File: src/rtl/traffic_pkg.sv
// Shared constants for the traffic-light display path: light-state bit positions,
// seven-segment codes (active-low {g,f,e,d,c,b,a}) and small decode helpers.
package traffic_pkg;

   // Bit positions inside a 3-bit gry light-state word
   localparam int unsigned GRY_G = 2;
   localparam int unsigned GRY_R = 1;
   localparam int unsigned GRY_Y = 0;

   // Seven-segment codes, active-low, ordered {g,f,e,d,c,b,a}
   localparam logic [6:0] SEG_0     = 7'b1000000;
   localparam logic [6:0] SEG_1     = 7'b1111001;
   localparam logic [6:0] SEG_2     = 7'b0100100;
   localparam logic [6:0] SEG_3     = 7'b0110000;
   localparam logic [6:0] SEG_4     = 7'b0011001;
   localparam logic [6:0] SEG_5     = 7'b0010010;
   localparam logic [6:0] SEG_6     = 7'b0000010;
   localparam logic [6:0] SEG_7     = 7'b1111000;
   localparam logic [6:0] SEG_8     = 7'b0000000;
   localparam logic [6:0] SEG_9     = 7'b0010000;
   localparam logic [6:0] SEG_BLANK = 7'b1111111;
   localparam logic [6:0] SEG_G     = 7'b1000010;
   localparam logic [6:0] SEG_R     = 7'b0101111;
   localparam logic [6:0] SEG_Y     = 7'b0010001;
   localparam logic [6:0] SEG_DASH  = 7'b0111111;

   // Sequential BCD converter states
   typedef enum logic [1:0] {
      StIdle,
      StShift,
      StDone
   } conv_state_e;

   // Decimal digit to segment code; non-decimal codes show blank
   function automatic logic [6:0] digit_to_seg(input logic [3:0] digit);
      logic [6:0] code;
      case (digit)
         4'd0:    code = SEG_0;
         4'd1:    code = SEG_1;
         4'd2:    code = SEG_2;
         4'd3:    code = SEG_3;
         4'd4:    code = SEG_4;
         4'd5:    code = SEG_5;
         4'd6:    code = SEG_6;
         4'd7:    code = SEG_7;
         4'd8:    code = SEG_8;
         4'd9:    code = SEG_9;
         default: code = SEG_BLANK;
      endcase
      return code;
   endfunction

   // Light state to letter; anything that is not exactly one lamp shows a dash
   function automatic logic [6:0] gry_to_seg(input logic [2:0] gry);
      logic [2:0] only_g;
      logic [2:0] only_r;
      logic [2:0] only_y;
      logic [6:0] code;
      only_g        = 3'b000;
      only_r        = 3'b000;
      only_y        = 3'b000;
      only_g[GRY_G] = 1'b1;
      only_r[GRY_R] = 1'b1;
      only_y[GRY_Y] = 1'b1;
      if (gry == only_g) begin
         code = SEG_G;
      end else if (gry == only_r) begin
         code = SEG_R;
      end else if (gry == only_y) begin
         code = SEG_Y;
      end else begin
         code = SEG_DASH;
      end
      return code;
   endfunction

endpackage

File: src/rtl/bin2bcd_seq.sv
// Sequential shift-add-3 (double-dabble) binary to two-digit BCD converter.
// One shift per cycle; busy for exactly COUNT_BITS cycles, then a one-cycle done
// pulse while tens/ones hold the result. The result stays valid until the next start.
module bin2bcd_seq
   import traffic_pkg::*;
#(
   parameter int unsigned COUNT_BITS = 4
) (
   input  logic                  clk,
   input  logic                  rst,
   input  logic                  start,
   input  logic [COUNT_BITS-1:0] bin,
   output logic                  busy,
   output logic                  done,
   output logic [3:0]            tens,
   output logic [3:0]            ones
);

   // Working register: {tens, ones, binary remainder}
   localparam int unsigned SW       = COUNT_BITS + 8;
   localparam logic [2:0]  CNT_INIT = 3'(COUNT_BITS);

   conv_state_e   r_state;
   conv_state_e   w_state_nx;
   logic [SW-1:0] r_shift;
   logic [SW-1:0] w_shift_nx;
   logic [SW-1:0] w_adj;
   logic [2:0]    r_cnt;
   logic [2:0]    w_cnt_nx;

   // Add 3 to any BCD nibble that is 5 or more, ahead of the left shift
   always_comb begin
      w_adj = r_shift;
      if (r_shift[COUNT_BITS +: 4] >= 4'd5) begin
         w_adj[COUNT_BITS +: 4] = r_shift[COUNT_BITS +: 4] + 4'd3;
      end
      if (r_shift[COUNT_BITS + 4 +: 4] >= 4'd5) begin
         w_adj[COUNT_BITS + 4 +: 4] = r_shift[COUNT_BITS + 4 +: 4] + 4'd3;
      end
   end

   // Next-state: load on start, shift COUNT_BITS times, flag done for one cycle
   always_comb begin
      w_state_nx = r_state;
      w_shift_nx = r_shift;
      w_cnt_nx   = r_cnt;
      case (r_state)
         StIdle: begin
            if (start) begin
               w_state_nx = StShift;
               w_shift_nx = {8'd0, bin};
               w_cnt_nx   = CNT_INIT;
            end
         end
         StShift: begin
            w_shift_nx = {w_adj[SW-2:0], 1'b0};
            w_cnt_nx   = r_cnt - 3'd1;
            if (r_cnt == 3'd1) begin
               w_state_nx = StDone;
            end
         end
         StDone: begin
            w_state_nx = StIdle;
         end
         default: begin
            w_state_nx = StIdle;
         end
      endcase
   end

   // State and datapath registers
   always_ff @(posedge clk) begin
      if (rst) begin
         r_state <= StIdle;
         r_shift <= '0;
         r_cnt   <= 3'd0;
      end else begin
         r_state <= w_state_nx;
         r_shift <= w_shift_nx;
         r_cnt   <= w_cnt_nx;
      end
   end

   assign busy = (r_state == StShift);
   assign done = (r_state == StDone);
   assign tens = r_shift[SW-1 -: 4];
   assign ones = r_shift[SW-5 -: 4];

endmodule

File: src/rtl/countdown_display.sv
// Four-digit multiplexed seven-segment driver for the traffic controller:
// digit 0/1 show the remaining seconds (ones, blank-suppressed tens), digit 2/3 show the
// highway and country light letters. The count is converted to BCD by bin2bcd_seq
// whenever it differs from the last captured value.
module countdown_display
   import traffic_pkg::*;
#(
   parameter int unsigned COUNT_BITS = 4,
   parameter int unsigned SCAN_DIV   = 100_000
) (
   input  logic                  clk,
   input  logic                  rst,
   input  logic [COUNT_BITS-1:0] current_count,
   input  logic [2:0]            highway_gry,
   input  logic [2:0]            country_gry,
   output logic [6:0]            seg,
   output logic [3:0]            an
);

   localparam int unsigned    PW        = $clog2(SCAN_DIV);
   localparam logic [PW-1:0]  PRESC_MAX = PW'(SCAN_DIV - 1);

   // Capture / conversion
   logic [COUNT_BITS-1:0] r_cap;
   logic                  r_valid;
   logic                  w_busy;
   logic                  w_done;
   logic                  w_idle;
   logic                  w_start;
   logic [3:0]            w_tens;
   logic [3:0]            w_ones;
   logic [6:0]            r_ones_seg;
   logic [6:0]            r_tens_seg;
   logic [6:0]            w_ones_seg_nx;
   logic [6:0]            w_tens_seg_nx;

   // Scan
   logic                  r_scan_on;
   logic [PW-1:0]         r_presc;
   logic [PW-1:0]         w_presc_nx;
   logic [1:0]            r_idx;
   logic [1:0]            w_idx_nx;
   logic [6:0]            w_seg_nx;
   logic [3:0]            w_an_nx;

   // The done cycle is not idle: valid only sets on that edge, so starting there would
   // launch a spurious reconversion of the value just finished.
   assign w_idle  = !w_busy && !w_done;
   assign w_start = w_idle && (!r_valid || (current_count != r_cap));

   bin2bcd_seq #(
      .COUNT_BITS (COUNT_BITS)
   ) u_bin2bcd (
      .clk   (clk),
      .rst   (rst),
      .start (w_start),
      .bin   (current_count),
      .busy  (w_busy),
      .done  (w_done),
      .tens  (w_tens),
      .ones  (w_ones)
   );

   // Next digit codes: ones/tens change together only when a conversion finishes
   always_comb begin
      w_ones_seg_nx = r_ones_seg;
      w_tens_seg_nx = r_tens_seg;
      if (w_done) begin
         w_ones_seg_nx = digit_to_seg(w_ones);
         w_tens_seg_nx = (w_tens == 4'd0) ? SEG_BLANK : digit_to_seg(w_tens);
      end
   end

   // Capture the count on conversion start; hold digit codes and the valid flag
   always_ff @(posedge clk) begin
      if (rst) begin
         r_cap      <= '0;
         r_valid    <= 1'b0;
         r_ones_seg <= SEG_BLANK;
         r_tens_seg <= SEG_BLANK;
      end else begin
         if (w_start) begin
            r_cap <= current_count;
         end
         if (w_done) begin
            r_valid <= 1'b1;
         end
         r_ones_seg <= w_ones_seg_nx;
         r_tens_seg <= w_tens_seg_nx;
      end
   end

   // Prescaler/index next-state. The first edge out of reset only turns the display on,
   // so digit 0 gets the full SCAN_DIV cycles like every later digit.
   always_comb begin
      w_presc_nx = r_presc;
      w_idx_nx   = r_idx;
      if (r_scan_on) begin
         if (r_presc == PRESC_MAX) begin
            w_presc_nx = '0;
            w_idx_nx   = r_idx + 2'd1;
         end else begin
            w_presc_nx = r_presc + PW'(1);
         end
      end
   end

   // Segment/anode selection from the next index so an and seg move on the same edge
   always_comb begin
      w_seg_nx = SEG_BLANK;
      case (w_idx_nx)
         2'd0:    w_seg_nx = w_ones_seg_nx;
         2'd1:    w_seg_nx = w_tens_seg_nx;
         2'd2:    w_seg_nx = gry_to_seg(highway_gry);
         2'd3:    w_seg_nx = gry_to_seg(country_gry);
         default: w_seg_nx = SEG_BLANK;
      endcase
      w_an_nx           = 4'b1111;
      w_an_nx[w_idx_nx] = 1'b0;
   end

   // Scan state and registered display outputs
   always_ff @(posedge clk) begin
      if (rst) begin
         r_scan_on <= 1'b0;
         r_presc   <= '0;
         r_idx     <= 2'd0;
         seg       <= SEG_BLANK;
         an        <= 4'b1111;
      end else begin
         r_scan_on <= 1'b1;
         r_presc   <= w_presc_nx;
         r_idx     <= w_idx_nx;
         seg       <= w_seg_nx;
         an        <= w_an_nx;
      end
   end

endmodule

File: config.mk
export PLATFORM = sky130hd
export DESIGN_NAME = countdown_display
export DESIGN_NICKNAME = d
export VERILOG_FILES = /design/src/rtl/traffic_pkg.sv /design/src/rtl/bin2bcd_seq.sv /design/src/rtl/countdown_display.sv
export SDC_FILE = /design/constraint.sdc
export NUM_CORES = 1
export LEC_CHECK = 0
export CELL_PAD_IN_SITES_DETAIL_PLACEMENT = 0
export CELL_PAD_IN_SITES_GLOBAL_PLACEMENT = 1
export CORE_UTILIZATION = 35
export CTS_CLUSTER_DIAMETER = 120
export DETAILED_ROUTE_END_ITERATION = 12
export DONT_BUFFER_PORTS = 1
export PLACE_DENSITY = 0.62
export SLEW_MARGIN = 20
export SYNTH_ARGS = -nofsm -noshare
export SYNTH_HDL_FRONTEND = slang
export SYNTH_SLANG_ARGS = --single-unit
File: constraint.sdc
create_clock -name clk -period 3 [get_ports clk]
set_input_delay 0.75 -clock clk [delete_from_list [all_inputs] [get_ports clk]]
set_output_delay 0.75 -clock clk [all_outputs]
set_load 0.03 [all_outputs]
======== Word level (Yosys, flattened, before mapping) ========
Memories as Yosys holds them, arrays and structs flattened. A register that Yosys moved wholly into a read port is not among the register bits.
Cells that the tools add are included.
word-level totals
  register bits ........................... 67
  latch bits .............................. 0
  RAM bits ................................ 0
  memory bits (read-only) ................. 224
  bits of input ports ..................... 12
  output and inout bits ................... 11
  word-level logic and storage cells ...... 82
  memories kept ........................... 2
operators by class
  $add $sub $neg .......................... 5
  $mul .................................... 0
  divide/modulo/power cells ............... 0
  magnitude comparators ................... 4
  equality and inequality tests ........... 16
  shift operators ......................... 0
  multiplexer cells ....................... 29
  bitwise logic cells ..................... 1
  reductions and logical operators ........ 13
memories
  memory           depth  width  read ports  clocked after memory_dff  wr ports  RTL line           text
  (no name shown)  16     7      1           1                         0         traffic_pkg.sv:37  case (digit)
  (no name shown)  16     7      1           1                         0         traffic_pkg.sv:37
operators with widths
  kind                   count
  $mux 7                 5
  $pmux 7 s4             1
  $mux 6                 4
  $pmux 12 s2            1
  $mux 4                 5
  $add 17x1->17 const B  1
  $eq 17x17->1 const B   1
  $mux 17                1
  $mux 12                1
  $eq 3x1->1 const B     3
  $ge 4x3->1 const B     2
  $mux 2                 4
  $eq 2x2->1 const B     3
  $eq 3x2->1 const B     2
  $eq 3x3->1 const B     2
  $mux 3                 2
  $pmux 3 s2             1
  $add 4x2->4 const B    1
  $eq 2x1->1 const B     2
  $logic_not 2->1        2
  $logic_not 4->1        1
  $ne 2x1->1 const B     2
  $ne 4x4->1             1
  $not 4->4              1
  other kinds (13)       19

======== Longest topological paths before layout ========
  depth after elaboration ................. 8
  gate-level depth with buffers ........... 13
  mapped depth without buffers ............ 11

======== By module ========
A second synthesis with hierarchy kept.
second synthesis, totals
  cell total of the unflattened synthesis .. 432
  area total of the unflattened synthesis .. 3761.1 um^2
by module, submodules not included
  module             instances  cells an instance  area each (um^2)  seq. area each (um^2)
  countdown_display  1          324                2822.7            1001.0
  bin2bcd_seq        1          108                938.4             340.3

======== Worst setup path before layout ========
No wires, ideal clock.
  path type ............................... input to register
  from .................................... input current_count[0]
  to ...................................... register with a tool-made name
  setup time .............................. 0.136 ns
  arrival time ............................ 2.682 ns
  data required time ...................... 2.864 ns
  slack ................................... 0.182 ns
  stages .................................. 10
  path buffers ............................ 1
  cell sequence ........................... xnor2_1 -> and3_1 -> a21bo_2 -> clkbuf_1 -> or3_1 -> a21oi_2 -> inv_1 -> ha_1 -> nor4_1 -> a211oi_1
RTL lines
  item             RTL line                 text
  start, declared  countdown_display.sv:13  input logic [COUNT_BITS-1:0] current_count,

======== Worst setup path in the final report ========
  from .................................... register r_presc[5]
  to ...................................... register seg[3]
on the way
  longest elaborated chain between the ends .. 5
  elaborated cells between the ends (all ways) .. 8
  those cells by class .................... eq/ne: 4; mux: 3; reduce/logical: 1
ends and longest elaborated chain
  item                                      RTL line                  text
  start, declared                           countdown_display.sv:39   logic [PW-1:0] r_presc;
  start signal, assigned                    countdown_display.sv:132  r_presc <= w_presc_nx;
  $eq 17x17->1 *                            countdown_display.sv:99   if (r_presc == PRESC_MAX) begin
  $mux 2 *                                  countdown_display.sv:99
  $mux 2 *                                  countdown_display.sv:98   if (r_scan_on) begin
  $eq 2x2->1, or another cell as far along  countdown_display.sv:111  case (w_idx_nx)
  $pmux 7 s4 *                              countdown_display.sv:111
  end signal, assigned                      countdown_display.sv:134  seg <= w_seg_nx;
  end, declared                             countdown_display.sv:16   output logic [6:0] seg,
Every way passes the cells marked *; elsewhere a longest branch is shown, timed or not.
A chain may end at the register's enable or synchronous reset.

==> results.md <==
- Worst-margin pin slew: 571 ps
- Met2 GRT Util: 24.2%
- Multi-input gate area: 2320 um^2
- Core area: 11500 um^2
- Leakage: 1.76 nW
- PD cells: 767 nW/um^2
- FFs w/ async S/R, synth: 0%
- Worst skew pair latency: 340 ps
- Vias in the first global route: 3165
- Total CTS buffers: 9
- Gpl congestion: 0.789
- CTS sink cnt: 81
- Area delta synth->final: 11.8%
- H-Tree Depth: 3
- Inst Count DP: 616
- Routed via count: 3251
- Syn_nets: 515
- CP Class: reg -> reg
- Met1 global-route usage: 20.3%
- Yosys reg bits: 81
- DR vias/cell: 5.15
- Initial Utilization: 36.1%
- Fmax: 360 MHz
- Clock Path Buffers: 2
- Top Usage Layer GRT: met2
- Final setup vio count: 0
- Synth Area per Inst: 8.61 um^2
- HP Class: in -> reg
- Post-synth EDFFs: 0
- Tcrit/Tclk final: 92.5%
- CTS clk-pin slew, worst paths: 60 ps
- Hold Buf Count CTS: 0
- VDD IR max: 648 uV
- WHS: 481 ps
- Area after DPL: 4340 um^2
- Sequential area share after synthesis: 39.0%
- Synth top cells by count: 81 x dfxtp_1, 58 x nor2_1, 38 x nand2_1, 33 x a21oi_1, 22 x inv_1
- Failing checks: DRC
- WL/cell: 14.1 um
- # Max-Cap Violations: 0
- Top_reg_cell synth: dfxtp_1
- Drt initial violations: 190
- Sum Neg Setup Slack: 0 ps
- # port buffers: 0
- Initial antenna violation count: 0
- Share of the synthesized area in the top cell type: 39.0%
- RSZ-0062 raised after global routing: false
- Worst slew margin: 61.8%
- Cells after Synth: 483
- Critical Path Fanout Max: 10
- Antenna cell count: 0
- First-pass GRT wire length: 15.3 mm
- CP startpoint kind: flop
- Row count: 39
- Die width: 111 um
- Post-route DRC: 8
- Power after layout: 3.56 mW
- Unique masters post-synth: 63
- Final #Nets: 516
- Top cell type by total area after synthesis: dfxtp_1
- Die Y-Extent: 111 um
- Non-Filler Instances: 631
- # resized after CTS: 0
- First drt pass iteration count: 8
- Total Routing Usage GR: 15.5%
- Global Route met3 Usage: 5.36%
- CTS tree: yes
- Finished Cell Area: 4650 um^2
- Most numerous cell in the Yosys netlist: dfxtp_1
- Largest net degree at the start of global routing: 43
- Reg area: 1620 um^2
- Fin. max-slew vios: 0
- Total congestion overflow: 0
- Final Hold Viols: 0
- Root Buffer: clkbuf_16
- CP endpoint kind: flop
- Routed Antenna Nets: 0
- Final core utilization: 40.3%
- Hpwl dp: 6.21 mm
- Critical path required time: 3220 ps
- Placement Setup Slack: 133 ps
- WP data arrival: 3000 ps
- Minimum clock period: 2780 ps
- Outcome: finished, violations left
- Die area: 12300 um^2
- Mapped Area: 4160 um^2
- Setup Fix Bufs, Post-CTS: 0
- Fraction of layout cells with a size suffix above 1: 9.43%
- Synth area leaders: dfxtp_1 39%, ha_1 6.0%, nor2_1 5.2%, mux2i_1 5.1%, a21oi_1 4.0%
- Fill cells: 1194
- Clock skew: 4.86 ps
- Setup ws final: 224 ps
- Routed wire length: 8.87 mm
- Synth Warn #: 0
- IO Count: 23
[worst paths after layout]
path | cells after the start | endpoint | slack, ps | start
setup / recovery | 7 | seg[3] | 220 | r_presc[5]
hold / removal | 1 | r_cap[1] | 480 | rst
hold reg to reg | 2 | u_bin2bcd.r_shift[1] | 490 | u_bin2bcd.r_shift[1]
setup reg to reg | 7 | seg[3] | 220 | r_presc[5]
[cell type report]
type	count	area share, %
repair buffers	16	2.59
inverters	25	2.02
clock inverters	5	1.75
multi-input cells	351	50.0
clock buffers	10	4.93
flip-flops and latches	81	34.9
well taps	143	3.85
[power by group]
part           switching, mW  internal, mW  total [mW]
clock                  0.433         0.724        1.16
sequential             0.119          1.21        1.33
combinational          0.638         0.443        1.08
total                   1.19          2.37        3.56
[cell families (layout without fill, tap and decap cells)]
logic type / count (synthesis) / after routing / share of synthesized area [%]
and+or+nand+nor: 169 / 169 / 20.2
xor gates and xnor gates: 29 / 29 / 6.11
adders and majority gates: 22 / 22 / 6.50
DFF: 81 / 81 / 39.0
muxes: 23 / 23 / 5.60
AOI/OAI and AO/OA: 108 / 108 / 17.4
buffers and inverters: 51 / 56 / 5.15
[cell usage in the layout (no fill, tap or decap), drive strengths merged, types with 5 or more instances in the layout]
cell type / synthesis / layout
a211oi: 8 / 8
a21oi: 34 / 34
a31oi: 5 / 5
and3: 5 / 5
buf: 11 / 16
clkbuf: 15 / 10
clkinv: 3 / 5
dfxtp: 81 / 81
ha: 20 / 20
inv: 22 / 22
mux2i: 21 / 21
nand2: 38 / 38
nand2b: 11 / 11
nand3: 18 / 18
nor2: 58 / 58
nor3: 7 / 7
o21ai: 20 / 20
o22ai: 6 / 6
o31ai: 5 / 5
xnor2: 15 / 15
xor2: 14 / 14
[worst max-delay path, stage by stage, from the launching register on]
cell	delay [ps]
dfxtp_1	350
or4b_1	550
nor4_2	350
and2_1	430
xnor2_1	240
o21bai_1	130
a211o_1	320
a221o_1	270
[per-layer routing]
metal | part of all wire, % | up-vias | routed length [um]
li1 | - | 1681 | -
met1 | 52 | 1523 | 4610
met2 | 43 | 39 | 3830
met3 | 3.8 | 8 | 337
met4 | 0.98 | 0 | 87
met5 | 0 | - | 0
No activity file was read; power rests on OpenSTA's default activity.
